<file path="src/rtl/nios_system_pio_rr_arbiter.sv">
// nios_system_pio_rr_arbiter: round-robin sharing of one Avalon-MM PIO slave among NUM_MASTERS cores
// Ports:
//   clk, reset                      clock, synchronous active-high reset
//   m_chipselect/m_write_n          per-master request and active-low write strobe
//   m_address/m_writedata           packed per-master command fields
//   m_waitrequest/m_readdata        per-master stall, shared read data valid in RESP
//   s_chipselect/s_write_n/s_address/s_writedata/s_readdata   registered PIO side
//   grant_id                        current/last granted master
module nios_system_pio_rr_arbiter #(
  parameter int NUM_MASTERS = 4,
  parameter int ADDR_W      = 2,
  parameter int DATA_W      = 32
) (
  input  logic                            clk,
  input  logic                            reset,
  input  logic [NUM_MASTERS-1:0]          m_chipselect,
  input  logic [NUM_MASTERS-1:0]          m_write_n,
  input  logic [NUM_MASTERS*ADDR_W-1:0]   m_address,
  input  logic [NUM_MASTERS*DATA_W-1:0]   m_writedata,
  output logic [NUM_MASTERS-1:0]          m_waitrequest,
  output logic [DATA_W-1:0]               m_readdata,
  output logic                            s_chipselect,
  output logic                            s_write_n,
  output logic [ADDR_W-1:0]               s_address,
  output logic [DATA_W-1:0]               s_writedata,
  input  logic [DATA_W-1:0]               s_readdata,
  output logic [$clog2(NUM_MASTERS)-1:0]  grant_id
);
  localparam int GW = $clog2(NUM_MASTERS);
  typedef enum logic [1:0] {IDLE, ACCESS, RESP} state_t;
  state_t state_q, state_d;
  logic [GW-1:0] last_q, grant_q, pick, idx;
  logic [ADDR_W-1:0] addr_q, sel_addr;
  logic [DATA_W-1:0] wdata_q, rdata_q, sel_wdata;
  logic wn_q, sel_wn;
  // Scan offsets from farthest to nearest so the nearest requester after last_q wins.
  always_comb begin
    pick = '0;
    idx = '0;
    sel_addr = '0;
    sel_wdata = '0;
    sel_wn = 1'b1;
    for (int k = NUM_MASTERS; k >= 1; k--) begin
      idx = GW'((int'(last_q) + k) % NUM_MASTERS);
      if (m_chipselect[idx]) pick = idx;
    end
    for (int i = 0; i < NUM_MASTERS; i++) begin
      if (pick == GW'(i)) begin
        sel_addr = m_address[i*ADDR_W +: ADDR_W];
        sel_wdata = m_writedata[i*DATA_W +: DATA_W];
        sel_wn = m_write_n[i];
      end
    end
  end
  always_ff @(posedge clk) begin
    if (reset) begin
      state_q <= IDLE;
      last_q <= GW'(NUM_MASTERS - 1);
      grant_q <= '0;
      addr_q <= '0;
      wdata_q <= '0;
      wn_q <= 1'b1;
      rdata_q <= '0;
    end else begin
      state_q <= state_d;
      if (state_q == IDLE && |m_chipselect) begin
        grant_q <= pick;
        addr_q <= sel_addr;
        wdata_q <= sel_wdata;
        wn_q <= sel_wn;
      end
      if (state_q == ACCESS) rdata_q <= s_readdata;
      if (state_q == RESP) last_q <= grant_q;
    end
  end
  always_comb begin
    state_d = state_q == IDLE ? (|m_chipselect ? ACCESS : IDLE) : state_q == ACCESS ? RESP : IDLE;
  end
  always_comb begin
    s_chipselect = state_q == ACCESS;
    s_write_n = state_q == ACCESS ? wn_q : 1'b1;
    s_address = addr_q;
    s_writedata = wdata_q;
    m_readdata = rdata_q;
    grant_id = grant_q;
    m_waitrequest = m_chipselect;
    for (int i = 0; i < NUM_MASTERS; i++)
      m_waitrequest[i] = m_chipselect[i] & ~(state_q == RESP && grant_q == GW'(i));
  end
endmodule

</file>
<file path="config.mk">
export PLATFORM = sky130hd
export DESIGN_NAME = nios_system_pio_rr_arbiter
export DESIGN_NICKNAME = d
export VERILOG_FILES = /design/src/rtl/nios_system_pio_rr_arbiter.sv
export SDC_FILE = /design/constraint.sdc
export NUM_CORES = 1
export LEC_CHECK = 0
export ABC_CLOCK_PERIOD_IN_PS = 5810
export CORE_AREA = 4 4 96 98
export DETAILED_ROUTE_END_ITERATION = 10
export DIE_AREA = 0 0 100 102
export DONT_BUFFER_PORTS = 1
export PLACE_DENSITY = 0.67
export SYNTH_ARGS = -nofsm -noshare
export SYNTH_HDL_FRONTEND = slang
export SYNTH_SLANG_ARGS = --single-unit
export TNS_END_PERCENT = 50
</file>
<file path="constraint.sdc">
create_clock -name clk -period 5.81 [get_ports clk]
set_input_delay 1.162 -clock clk [delete_from_list [all_inputs] [get_ports clk]]
set_output_delay 1.162 -clock clk [all_outputs]
set_load 0.005 [all_outputs]
</file>
==> results.json, run 1 <==
{
  "cts_tree": "built",
  "cellLeakagePower_nw": 1.62,
  "syn2layout_area_growth_pct": 4.33,
  "antenna_found_initial": 0,
  "syn_area_per_cell_um2": 8.99,
  "seq_power_share_pct": 48.2,
  "switching_power_mw": 0.387,
  "required_ps": 6040,
  "grt_max_degree": 60,
  "report.final.slew_viol_count": 0,
  "die-area_um2": 10200,
  "netlist_area_um2": 3900,
  "rsz0062_at_grt": "false",
  "clk_pin_slew_ps": 80,
  "min_period_ps": 3230,
  "cp.arrival_ps": 3460,
  "grt_pass1_wl_um": 15600,
  "first_pass_iters": 4,
  "tightestPinTransition_ps": 1200,
  "overflow": 0,
  "synth_fp_nets": 612,
  "coreArea_um2": 8470,
  "drc_errors": 0,
  "fp.dieH_um": 102,
  "die_w_um": 100,
  "swShare_pct": 30.7,
  "hold_violations": 0,
  "drive_gt1_share_pct": 13.9,
  "start_util_pct": 46.1,
  "viasPerCell": 6.01,
  "ioPinCount": 252,
  "final_util_pct": 48.1,
  "ant_nets": 0,
  "routed_wl_um": 10800,
  "vias": 3159,
  "clock_latency_ps": 340,
  "ff2ff_path_depth": 5,
  "wl_per_cell_um": 20.5,
  "cts_buffer_depth": 2,
  "std_cell_rows": 34,
  "grt_pass1_vias": 2972,
  "dp_hpwl_um": 8070,
  "cts_max_level": 3,
  "hold_path_class": "reg2reg",
  "status": "completed",
  "grt_use_total_pct": 19.5,
  "drtIter0Drc": 121,
  "fin_nets": 591,
  "ys_ff_latch": 73,
  "cts_resized": 0,
  "ctsHoldBuffers": 0,
  "p_clk_share_pct": 31.9,
  "powerDensity_nw_per_um2": 310,
  "cp-start-kind": "primary input",
  "worstSetupPathType": "in2reg",
  "root_buffer": "clkbuf_8",
  "finalClockSkew_ps": 10.8,
  "slew_headroom_pct": 20.3,
  "setup_viol": 0,
  "cts_buffers": 9,
  "hold_ws_ps": 471,
  "power_frac_comb_pct": 19.9,
  "io_buffers": 0,
  "ir_worst_vdd_uv": 111,
  "clock_sinks": 73,
  "timing.fmax_mhz": 310,
  "seq_area_frac_synth_pct": 37.5,
  "synth-edff-count": 0,
  "maxCapViolations": 0,
  "synth_ff_type": "dfxtp_1",
  "gp_congestion": 0.809,
  "setup_tns_ps": 0,
  "syn_inst": 434,
  "post-route-period-util_pct": 55.6,
  "postCtsSetupRepairBufs": 0,
  "p_int_mw": 0.873,
  "antenna_cells": 0,
  "yosysWarningCount": 0,
  "ys_types": 35,
  "end_kind": "flip-flop",
  "min_delay_path_depth": 2,
  "async_flop_share_pct": 0,
  "critPathMaxFanout": 42
}
==> cell type report <==
class / count / area, µm²
fill: 820 / 4400
multi-input combinational: 310 / 2180
sequential: 73 / 1460
tap: 108 / 135
clock buffer: 9 / 124
clock inverter: 7 / 76.3
inverter: 14 / 52.6
timing repair buffer: 5 / 37.5
==> per-layer routing <==
layer,share of wire [%],track usage [%],vias to the layer above
li1,-,-,1532
met2,51,34.1,140
met4,1.0,6.11,0
met5,0,0,-
met1,39,22.6,1477
met3,9.0,6.55,10
==> critical path, stage by stage <==
cell and delay [ps]:
nand2b_1 160, o22ai_2 390, a21o_2 960, mux2_2 420, a221o_1 340
==> synth_stat cells (all sizes together), types with 2 or more instances <==
master  count  area [µm²]
a21oi      38         190
nand3      56         280
nor2        8        32.5
mux2i      36         360
dfxtp      73        1460
mux2       28         405
a21boi      2        15.0
a221o      27         270
nand2      67         251
nand2b      4        25.0
inv        12        45.0
clkinv      2        7.51
buf        20         169
o21ai       8        43.8
o211ai      2        15.0
a211oi     22         165
clkbuf     17        63.8
==> cells in the final DEF, fill, tap and decap left out, types with 4 or more instances in the layout <==
master	n
mux2_2	4
nand2_1	67
dfxtp_1	73
inv_1	12
nor2_1	7
o21ai_0	7
nand2b_1	4
nand3_1	56
clkbuf_8	9
mux2i_1	36
a211oi_1	22
buf_4	5
mux2_4	24
a221o_1	27
a21oi_1	37
==> cell families after synthesis <==
group	after synthesis	share of synthesized area, %
buffers and inverters	51	7.31
muxes	64	19.6
DFF	73	37.5
AOI/OAI and AO/OA	103	19.0
and+or+nand+nor	143	16.6
==> registers in the layout, summed over array words and instances, names as in the netlist <==
| signal | flops |
|---|---|
| grant_id | 2 |
| last_q | 2 |
| m_readdata | 32 |
| s_address | 2 |
| s_writedata | 32 |
| state_q | 2 |
| wn_q | 1 |
==> stage by stage <==
| step | power (mW) | setup WS [ps] | instance area [µm²] | cells |
|---|---|---|---|---|
| finish | 1.26 | 2580 | 4070 | 526 |
| global route | 1.33 | 2530 | 4070 | 526 |
| CTS | 1.28 | 2610 | 4070 | 526 |
| detailed placement | 0.873 | 2220 | 3870 | 510 |
| global placement | 0.863 | 2290 | 3870 | 510 |
| floorplan | 0.831 | 3100 | 3900 | 434 |
==> power by group through the flow <==
stage | clock network (mW) | logic (mW) | registers, mW
6_report | 0.402 | 0.251 | 0.608
5_1_grt | 0.438 | 0.279 | 0.614
4_1_cts | 0.418 | 0.252 | 0.609
3_5_place_dp | 0 | 0.252 | 0.621
3_3_place_gp | 0 | 0.243 | 0.620
2_1_floorplan | 0 | 0.230 | 0.600
==> worst paths after layout <==
check                                            startpoint  slack [ps]                            to
worst max-delay path                        m_chipselect[2]        2580  s_writedata[28]$_SDFFE_PP0P_
worst min-delay path            m_readdata[15]$_SDFFE_PP0P_         470   m_readdata[15]$_SDFFE_PP0P_
worst max register to register       last_q[1]$_SDFFE_PP1P_        2970  s_writedata[28]$_SDFFE_PP0P_
worst min register to register  m_readdata[15]$_SDFFE_PP0P_         470   m_readdata[15]$_SDFFE_PP0P_
Note: power is estimated with default switching activity, not from simulation.
==> run 2: changes to the inputs <==
- ABC_CLOCK_PERIOD_IN_PS: 5810 -> 3100
- clock period: 5.81 -> 3.1 ns (I/O delays scaled with it)
==> results.json, run 2 (synthesis gave the netlist of run 1 again) <==
{
  "grt_pass1_vias": 3073,
  "ir_worst_vdd_uv": 250,
  "finalClockSkew_ps": 12.3,
  "drc_errors": 0,
  "gp_congestion": 0.823,
  "cpPeakStageDelay_ps": 470,
  "postCtsSetupRepairBufs": 0,
  "setup_tns_ps": 0,
  "final_cell_mix": "dfxtp_1 (73), nand2_1 (67), nand3_1 (56), a21oi_1 (37), mux2i_1 (36)",
  "drive_gt1_share_pct": 14.7,
  "ctsHoldBuffers": 0,
  "root_buffer": "clkbuf_8",
  "rsz0062_at_grt": "false",
  "end_kind": "flip-flop",
  "critPathMaxFanout": 35,
  "post-route-period-util_pct": 77.2,
  "cts_max_level": 3,
  "n_fill_cell": 851,
  "antenna_found_initial": 0,
  "p_total_mw": 2.33,
  "first_pass_iters": 4,
  "hold_path_class": "in2reg",
  "std_cell_rows": 34,
  "timing.fmax_mhz": 418,
  "routed_wl_um": 11100,
  "die-area_um2": 10200,
  "grt_use_met2_pct": 34.0,
  "viasPerCell": 6.05,
  "maxCapViolations": 0,
  "fp.dieH_um": 102,
  "coreArea_um2": 8470,
  "ioPinCount": 252,
  "setup_viol": 0,
  "slew_headroom_pct": 35.3,
  "grt_use_total_pct": 19.9,
  "crit_chain": "nor2b_1, o21ai_2, a21o_2, buf_12, mux2_2, a221o_1",
  "fin_nets": 595,
  "cellLeakagePower_nw": 1.63,
  "syn2layout_area_growth_pct": 5.07,
  "cp-start-kind": "flip-flop",
  "status": "completed",
  "powerDensity_nw_per_um2": 567,
  "antenna_cells": 0,
  "cp.arrival_ps": 2620,
  "io_buffers": 0,
  "worstSetupPathType": "reg2reg",
  "cts_buffers": 9,
  "drtIter0Drc": 135,
  "vias": 3204,
  "top_usage_layer": "met2",
  "report.final.slew_viol_count": 0,
  "die_w_um": 100,
  "clk_pin_slew_ps": 90,
  "ant_nets": 0,
  "multi_input_area_um2": 2180,
  "ff2ff_path_depth": 6,
  "min_period_ps": 2390,
  "required_ps": 3330,
  "overflow": 0,
  "placed_area_um2": 3910,
  "min_delay_path_depth": 1,
  "area.sequential_um2": 1460,
  "start_util_pct": 46.1,
  "hold_ws_ps": 344,
  "grtUsageMet1_pct": 22.9,
  "hold_violations": 0,
  "critPathBufInv": 1,
  "critical-path-top-delay-family": "compound AO/OA/AOI/OAI gates",
  "clock_sinks": 73,
  "tightestPinTransition_ps": 970,
  "clock_latency_ps": 340,
  "slowest_stage": "dfxtp_1",
  "met3_usage_pct": 7.24,
  "fin_area_um2": 4100,
  "grt_pass1_wl_um": 16100,
  "wl_per_cell_um": 20.9,
  "cts_resized": 0,
  "grt_max_degree": 56,
  "dp_hpwl_um": 8280,
  "layout.cells.most_common": "dfxtp_1",
  "cts_tree": "built",
  "crit_cells": 6,
  "cts_buffer_depth": 2
}
-- run 2: cell types whose count changed in the layout (fill, tap and decap cells not counted), sizes merged --
cell      change
bufinv        -1
clkinvlp      +1
clkinv        -1
buf           +4
clkbuf        +1
-- run 2: final timing paths --
check	from	to	slack (ps)
worst max-delay path	last_q[1]$_SDFFE_PP1P_	s_writedata[28]$_SDFFE_PP0P_	710
worst min-delay path	reset	grant_id[1]$_SDFFE_PP0P_	340
worst max register to register	last_q[1]$_SDFFE_PP1P_	s_writedata[28]$_SDFFE_PP0P_	710
worst min register to register	m_readdata[13]$_SDFFE_PP0P_	m_readdata[13]$_SDFFE_PP0P_	470
-- run 2: cell type report --
cell class	instances	area share [%]
multi-input combinational	310	53.3
clock inverter	6	1.19
tap	108	3.30
sequential	73	35.7
clock buffer	10	3.36
inverter	14	1.28
timing repair buffer	9	1.95
-- run 2: where the power goes --
part	leakage [nW]	switching, mW	internal, mW
logic	0.945	0.260	0.221
registers	0.601	0.0974	1.04
clock network	0.0855	0.383	0.319
-- run 2: routing by layer --
layer	wire length, µm	share of wire [%]	vias to the layer above
met5	0	0	-
met3	1100	10	17
met4	202	1.8	0
met2	5560	50	162
li1	-	-	1536
met1	4210	38	1489
-- run 2: through the flow --
step                      instances  util [%]  setup WS [ps]
after global placement          514      46.2            577
after global routing            530      48.4            564
after CTS                       530      48.4            713
final                           530      48.4            707
after detailed placement        514      46.2            500
after floorplan                 434         -            936
